--- src/rtl/score_display_pkg.sv ---
// Shared types and segment encodings for the score display block.
package score_display_pkg;

  typedef enum logic [1:0] {PLAY, FLASH, SHOW_HIGH} state_t;

  localparam logic [6:0] SEG_BLANK = 7'h00;
  localparam logic [6:0] SEG_DASH  = 7'h40;

  // Segment patterns {g,f,e,d,c,b,a} for digits 0..9, active-high
  localparam logic [0:9][6:0] SEG_TABLE = {
    7'h3F, 7'h06, 7'h5B, 7'h4F, 7'h66,
    7'h6D, 7'h7D, 7'h07, 7'h7F, 7'h6F
  };

endpackage

--- src/rtl/score_display_bcd_to_7seg.sv ---
// Combinational BCD to 7-segment decoder with optional zero blanking.
module bcd_to_7seg
  import score_display_pkg::*;
(
  input  logic [3:0] digit,
  input  logic       blank_zero,
  output logic [6:0] seg
);

  always_comb begin
    seg = SEG_DASH;
    if (blank_zero && digit == 4'd0) seg = SEG_BLANK;
    else if (digit <= 4'd9)          seg = SEG_TABLE[digit];
  end

endmodule

--- src/rtl/score_display.sv ---
// Two-digit score display: live score during play, flashing final score
// at game over, then the high score supplied by the tracker.
module score_display
  import score_display_pkg::*;
#(
  parameter int BLINK_CYCLES = 6000000,
  parameter int HOLD_CYCLES  = 36000000
) (
  input  logic       clk,
  input  logic       rst,
  input  logic [3:0] bcd_ones,
  input  logic [3:0] bcd_tens,
  input  logic       isGameComplete,
  output logic [6:0] ss_ones,
  output logic [6:0] ss_tens,
  output logic       flashing
);

  localparam int HW = $clog2(HOLD_CYCLES);
  localparam int BW = $clog2(BLINK_CYCLES);
  localparam logic [HW-1:0] HOLD_MAX  = HW'(HOLD_CYCLES - 1);
  localparam logic [BW-1:0] BLINK_MAX = BW'(BLINK_CYCLES - 1);

  state_t        state, state_n;
  logic [HW-1:0] hold, hold_n;
  logic [BW-1:0] blink, blink_n;
  logic          phase, phase_n;
  logic [3:0]    shadow_ones, shadow_tens;
  logic [3:0]    disp_ones, disp_tens;
  logic          disp_blank;
  logic [6:0]    seg_ones, seg_tens;

  always_comb begin
    state_n    = state;
    hold_n     = hold;
    blink_n    = blink;
    phase_n    = phase;
    disp_ones  = bcd_ones;
    disp_tens  = bcd_tens;
    disp_blank = 1'b0;
    if (!isGameComplete) begin
      state_n = PLAY;
      hold_n  = '0;
      blink_n = '0;
      phase_n = 1'b1;
    end else begin
      case (state)
        PLAY: begin
          state_n = FLASH;
          hold_n  = '0;
          blink_n = '0;
          phase_n = 1'b1;
        end
        FLASH: begin
          if (hold == HOLD_MAX) begin
            state_n = SHOW_HIGH;
            hold_n  = '0;
            blink_n = '0;
            phase_n = 1'b1;
          end else begin
            hold_n = hold + 1'b1;
            if (blink == BLINK_MAX) begin
              blink_n = '0;
              phase_n = ~phase;
            end else begin
              blink_n = blink + 1'b1;
            end
          end
        end
        SHOW_HIGH: ;
        default: state_n = PLAY;
      endcase
    end
    // While flashing the tracker already shows the high score, so the
    // remembered in-game score is what gets displayed.
    if (state_n == FLASH) begin
      disp_ones  = shadow_ones;
      disp_tens  = shadow_tens;
      disp_blank = ~phase_n;
    end
  end

  bcd_to_7seg u_ones (.digit(disp_ones), .blank_zero(1'b0), .seg(seg_ones));
  bcd_to_7seg u_tens (.digit(disp_tens), .blank_zero(1'b1), .seg(seg_tens));

  always_ff @(posedge clk) begin
    if (rst) begin
      state       <= PLAY;
      hold        <= '0;
      blink       <= '0;
      phase       <= 1'b1;
      shadow_ones <= '0;
      shadow_tens <= '0;
      ss_ones     <= SEG_TABLE[0];
      ss_tens     <= SEG_BLANK;
      flashing    <= 1'b0;
    end else begin
      state    <= state_n;
      hold     <= hold_n;
      blink    <= blink_n;
      phase    <= phase_n;
      if (!isGameComplete) begin
        shadow_ones <= bcd_ones;
        shadow_tens <= bcd_tens;
      end
      ss_ones  <= disp_blank ? SEG_BLANK : seg_ones;
      ss_tens  <= disp_blank ? SEG_BLANK : seg_tens;
      flashing <= (state_n == FLASH);
    end
  end

endmodule

--- config.mk ---
export PLATFORM = sky130hd
export DESIGN_NAME = score_display
export DESIGN_NICKNAME = d
export VERILOG_FILES = /design/src/rtl/score_display_pkg.sv /design/src/rtl/score_display_bcd_to_7seg.sv /design/src/rtl/score_display.sv
export SDC_FILE = /design/constraint.sdc
export NUM_CORES = 1
export LEC_CHECK = 0
export BUFFER_PORTS_ARGS = -buffer_cell sky130_fd_sc_hd__buf_4
export CORE_UTILIZATION = 30
export DETAILED_ROUTE_END_ITERATION = 7
export SETUP_SLACK_MARGIN = 0.3
export SYNTH_ARGS = -nofsm -noshare
export SYNTH_HDL_FRONTEND = slang
export SYNTH_SLANG_ARGS = --single-unit
--- constraint.sdc ---
create_clock -name clk -period 2.7 [get_ports clk]
set_input_delay 0.405 -clock clk [delete_from_list [all_inputs] [get_ports clk]]
set_output_delay 0.405 -clock clk [all_outputs]
set_load 0.01 [all_outputs]
==> Word level (Yosys, flattened, before mapping) <==
Memories as Yosys holds them, arrays and structs flattened.
Index checks and enable logic that the tools add are counted.
{ "op_classes": {"addsub": 2, "n_lt_le_gt_ge": 4, "eq_ne": 5, "muxes": 22, "bitwise": 6, "reduce_logical": 7} }
{ "op_table": {"columns": ["op", "count"], "rows": [
  ["one-hot mux 26 bit (2 select lines)", 1],
  ["2-to-1 mux 23 bit", 2],
  ["one-hot mux 23 bit (2 select lines)", 1],
  ["2-to-1 mux 7 bit", 6],
  ["adder 26 x 1 -> 26 bit (second input constant)", 1],
  ["== test 26 bit (second input constant)", 1],
  ["2-to-1 mux 26 bit", 1],
  ["adder 23 x 1 -> 23 bit (second input constant)", 1],
  ["== test 23 bit (second input constant)", 1],
  ["greater-or-equal comparator 5 bit (second input constant)", 2],
  ["NOT 4 -> 5 bit", 2],
  ["less-or-equal comparator 4 bit (second input constant)", 2],
  ["2-to-1 mux 4 bit", 2],
  ["2-to-1 mux 6 bit", 1],
  ["one-hot mux 2 bit (3 select lines)", 1],
  ["== test 2 x 1 -> 1 bit (second input constant)", 2],
  ["zero test 4 bit", 1],
  ["2-to-1 mux 1 bit", 4],
  ["2-to-1 mux 2 bit", 2],
  ["NOT 1 bit", 4],
  ["OR reduction 2 bit", 2],
  ["OR reduction 4 bit", 1],
  ["OR reduction 3 bit", 1],
  ["== test 2 bit (second input constant)", 1],
  ["other kinds (3)", 3]
]} }
{ "totals": {"ff_bits": 75, "mem_bits_ro": 224, "inputBits": 11, "elab_cells": 59, "memories": 2} }
{ "mem_list": {"columns": ["name", "depth", "width", "read_ports", "rd_clocked_by_memory_dff", "write_ports", "line_no", "text"], "rows": [
  ["(name not given)", 16, 7, 1, 0, 0, "score_display_bcd_to_7seg.sv:13", "else if (digit <= 4'd9) seg = SEG_TABLE[digit];"],
  ["(name not given)", 16, 7, 1, 0, 0, "score_display_bcd_to_7seg.sv:13", null]
]} }

==> Logic depth before layout (Yosys ltp) <==
{ "depth": {"ltp_word": 12, "mapped_depth": 13, "depth_no_buf": 11} }

==> By module <==
A second synthesis with hierarchy kept.
{ "unflattened": {"hier_cells": 442, "hier_area_um2": 3995.1} }
{ "modules_own_cells": {"columns": ["mod", "n_inst", "cells_each", "area_per_inst_um2", "seq_area_each_um2"], "rows": [
  ["score_display", 1, 386, 3609.7, 1501.4],
  ["bcd_to_7seg", 2, 28, 192.7, 0.0]
]} }

==> Worst setup path before layout <==
Ideal clock, no wire load.
{ "synth_timing": {"path_type": "register to register", "start": "reg hold[20]", "end": "reg ss_ones[4]", "setup_time_ns": 0.069, "arrival_time_ns": 2.810, "slack_ns": -0.179, "path_stages_with_launch": 12, "n_path_buf": 2, "synth_period_minus_slack_ns": 2.879, "cell_sequence": "dfxtp_1 > nand4bb_1 > or4_4 > o21a_1 > buf_6 > buf_6 > mux2i_1 > ha_1 > nor2_1 > or3_1 > a31o_1 > o21ai_1"} }
{ "synth_via": {"elab_chain_len": 12} }
{ "synth_lines": {"columns": ["element", "line_no", "text"], "rows": [
  ["start: declaration", "score_display.sv:25", "logic [HW-1:0] hold, hold_n;"],
  ["start signal: assignment", "score_display.sv:99", "hold <= hold_n;"],
  ["== test 26 bit (*)", "score_display.sv:55", "if (hold == HOLD_MAX) begin"],
  ["2-to-1 mux 2 bit", "score_display.sv:55", null],
  ["one-hot mux 2 bit (3 select lines)", "score_display.sv:47", "case (state)"],
  ["2-to-1 mux 2 bit", "score_display.sv:41", "if (!isGameComplete) begin"],
  ["== test 2 x 1 -> 1 bit", "score_display.sv:76", "if (state_n == FLASH) begin"],
  ["2-to-1 mux 4 bit", "score_display.sv:76", null],
  ["NOT 4 -> 5 bit (not written as such)", "score_display_bcd_to_7seg.sv:13", null],
  ["memory read (16 x 7 bit)", null, null],
  ["2-to-1 mux 7 bit (not written as such) (2 in series)", "score_display_bcd_to_7seg.sv:13", null],
  ["2-to-1 mux 7 bit", "score_display_bcd_to_7seg.sv:13", null],
  ["2-to-1 mux 6 bit (*)", "score_display.sv:106", "ss_ones <= disp_blank ? SEG_BLANK : seg_ones;"],
  ["end signal: assignment", "score_display.sv:94", "ss_ones <= SEG_TABLE[0];"],
  ["end signal: assignment", "score_display.sv:106", null],
  ["end: declaration", "score_display.sv:14", "output logic [6:0] ss_ones,"]
]} }
Mark *: on every way between the ends. The rest lies on a longest branch, timed or not. The select of a mux whose other input is x is not followed.
A chain may end at the register's enable or synchronous reset.

==> Worst setup path after layout <==
{ "layout_timing": {"start": "reg hold[20]", "end": "reg ss_ones[2]"} }
Same word-level chain as after synthesis.

==> out/results.ini <==
[status]
status=finished with violations
violations=DRC

[global_route]
grt_overflow=0
grt_pass1_wl_mm=13.61
grt_max_degree=27
grt_usage_pct=13.51
first_global_vias=3008
antenna_found_initial=0

[timing]
setup_viol=0
period_share_pct=97.43
fmax_mhz=380.1
rsz0062_at_grt=yes
tightestPinTransition_ps=536.4
slew_violations=0
timing_hold_violations_final=0
final.setup_skew_ps=4.874
slew_headroom_pct=64.24
setup_ws_ps=69.37
finalCriticalPeriod_ps=2631

[logic_synthesis]
seq_area_frac_synth_pct=40.93
synth_area_per_cell_um2=9.126
synth_edf_count=0
ys_seq_elements=75
ys_types=51
synth-main-ff-cell=dfxtp_1
synth_top_cell_area_share_pct=40.93
syn-instance-count=402
synth_area_leader_cell=dfxtp_1
syn_area_mm2=0.003669
syn_nets=428
async_flop_share_pct=0
ys_top_cells_by_area=dfxtp_1 41%, xor2_1 6.7%, nor2_1 6.7%
ys_warn_count=0

[critical_path]
path_class=reg2reg
critPathLaunchType=flop
cp_max_fo=6
cpMaxStageDelayCell=or4_4
required_ps=2970
cp.arrival_ps=2900
reg2reg_depth=9
cp_cell_sequence=nand4bb_1, or4_4, o21a_4, mux2i_2, ha_2, nor2_2, or3_4, a31o_1, o21ai_1
crit_path_end_kind=flop
crit_path_max_incr_delay_ps=520

[cts]
clk_pin_slew_ps=60
cts_tree=built
cts.sinks=75
htree_levels=3
root_buffer=clkbuf_16
cts_buffer_depth=2
clock_latency_ps=330
hold_buffers=0
cts_buffers=9

[route]
routed_wl_mm=7.837
postRouteAntennaNets=0
via_count=2964
drtIter0Drc=140
routed_via_density=4.843
dr.pass1.iters=6
drc=1
wl_per_cell_um=12.81

[finish]
drive_gt1_share_pct=24.09
antennaDiodeCount=0
fill_cells=1157
fin_nets=487
layout-area-overhead-vs-synth_pct=28.48
final_cells=612

[die]
core-area_mm2=0.01196
die_w_um=112.6
num_rows=40
die_h_um=112.6
initial_core_util_pct=30.67
dieArea_mm2=0.01267
num_io_pins=26

[place]
io_buffers=25
dpl.hpwl_mm=5.810
post-place-cells=593
pre_cts_ws_ps=-11.92
routabilityCongestion=0.7685

[worst_hold_path]
holdPathStages=3
hp-class=in2reg

[job]
drv_cap=0

[power_and_ir_drop]
power_density_mw_per_mm2=574.1
p_leak_nw=1.769
vdd_ir_drop_max_v=0.0003042

-- registers in the layout, indices dropped and copies added (netlist names), 2 cells and up --
name	count
ss_tens	7
shadow_tens	4
state	2
ss_ones	7
blink	23
shadow_ones	4
hold	26
-- path summary, 6_finish.rpt --
check / start / end / slack [ps]
max: hold[20]$_SDFFE_PP0N_ / ss_ones[2]$_SDFF_PP1_ / 70
min: bcd_tens[1] / shadow_tens[1]$_SDFFE_PP0N_ / 330
max reg2reg: hold[20]$_SDFFE_PP0N_ / ss_ones[2]$_SDFF_PP1_ / 70
min reg2reg: blink[0]$_SDFFE_PP0N_ / blink[0]$_SDFFE_PP0N_ / 500
-- Yosys cell counts (3+ instances only) --
cell and instances:
a211oi_1 6, a21o_1 4, a21oi_1 9, and3_1 10
and4_1 6, clkbuf_1 8, dfxtp_1 75, ha_1 15
inv_1 14, mux2_2 3, mux2i_1 16, nand2_1 22
nand3_1 17, nand3b_1 4, nand4_1 13, nor2_1 65
nor2b_1 5, nor4b_1 5, o211ai_1 6, o21ai_0 7
o21ai_1 6, or3_1 8, xnor2_1 15, xor2_1 28
-- critical path, delay by kind of cell, from the launching register on --
| kind | cells | cell delay [ps] |
|---|---|---|
| AND/OR/NAND/NOR | 4 | 1120 |
| multiplexers | 1 | 220 |
| flip-flops | 1 | 320 |
| AO/OA/AOI/OAI | 3 | 670 |
| adder cells (fa/ha/maj) | 1 | 230 |
-- placed cells by master, fill, tap and decap left out, types with 3 or more instances in the layout --
master / Yosys / routed
ha_1: 15 / 11
xor2_1: 28 / 28
xnor2_1: 15 / 15
buf_4: 0 / 57
mux2i_1: 16 / 12
nor4b_1: 5 / 4
nand4_1: 13 / 13
a211oi_1: 6 / 6
clkbuf_16: 0 / 9
or3_4: 0 / 3
nand3b_1: 4 / 4
o211ai_1: 6 / 6
a21oi_1: 9 / 8
nand2_1: 22 / 22
nor2_1: 65 / 64
a21o_1: 4 / 4
dfxtp_1: 75 / 73
o21ai_1: 6 / 5
and4_1: 6 / 6
o21ai_0: 7 / 5
o21ai_2: 0 / 3
inv_1: 14 / 11
inv_2: 0 / 3
mux2_2: 3 / 3
mux2i_4: 2 / 5
or3_1: 8 / 5
nand3_1: 17 / 17
nor2b_1: 5 / 5
and3_1: 10 / 10
-- where the power goes --
part           leakage (nW)  switching (mW)  internal [mW]  total, mW
logic                  1.00           0.141          0.138      0.278
clock network         0.154           0.449          0.825       1.27
registers             0.612          0.0153           1.14       1.15
total                  1.77           0.605           2.10       2.71
-- layout make-up --
cell class	count	area, µm²	area share (%)
Clock buffer	10	239.0	5.070
Timing Repair Buffer	59	450.4	9.557
Sequential cell	75	1504	31.91
Multi-Input combinational cell	302	2206	46.80
Inverter	14	52.55	1.115
Tap cell	147	183.9	3.902
Clock inverter	5	77.57	1.646
-- cells by family after synthesis --
| logic type | synth area share [%] |
|---|---|
| AO/OA/AOI/OAI | 10.03 |
| XOR/XNOR | 10.27 |
| adder cells (fa/ha/maj) | 5.116 |
| buffers and inverters | 2.967 |
| flip-flops | 40.93 |
| multiplexers | 7.196 |
| AND/OR/NAND/NOR | 23.50 |
-- metal layers --
metal	share of wire, %	vias up	global-route usage, %
li1	-	1523	-
met1	45	1392	15.59
met2	50	39	23.74
met3	2.9	10	3.078
met4	1.9	0	6.133
met5	0	-	0
-- metrics by stage --
step	TNS, ps	power (mW)	cell area (µm²)	utilization, %	hold slack [ps]
detailed placement	-13.35	1.428	4240	35.45	487.3
global route	-60.40	2.814	4713	39.40	328.4
CTS	0	2.724	4582	38.31	299.2
global placement	0	1.424	4240	35.45	470.7
finish	0	2.706	4713	39.40	328.7
floorplan	-19.04	1.327	3704	-	453.4
-- timing repair --
| action | 4_1_cts | 5_1_grt |
|---|---|---|
| setup buffers | 0 | 4 |
| pin swaps | 0 | 6 |
| resized for setup | 6 | 22 |
| endpoints found under the setup margin | 14 | 27 |
Power figures use the tool's default switching activity.
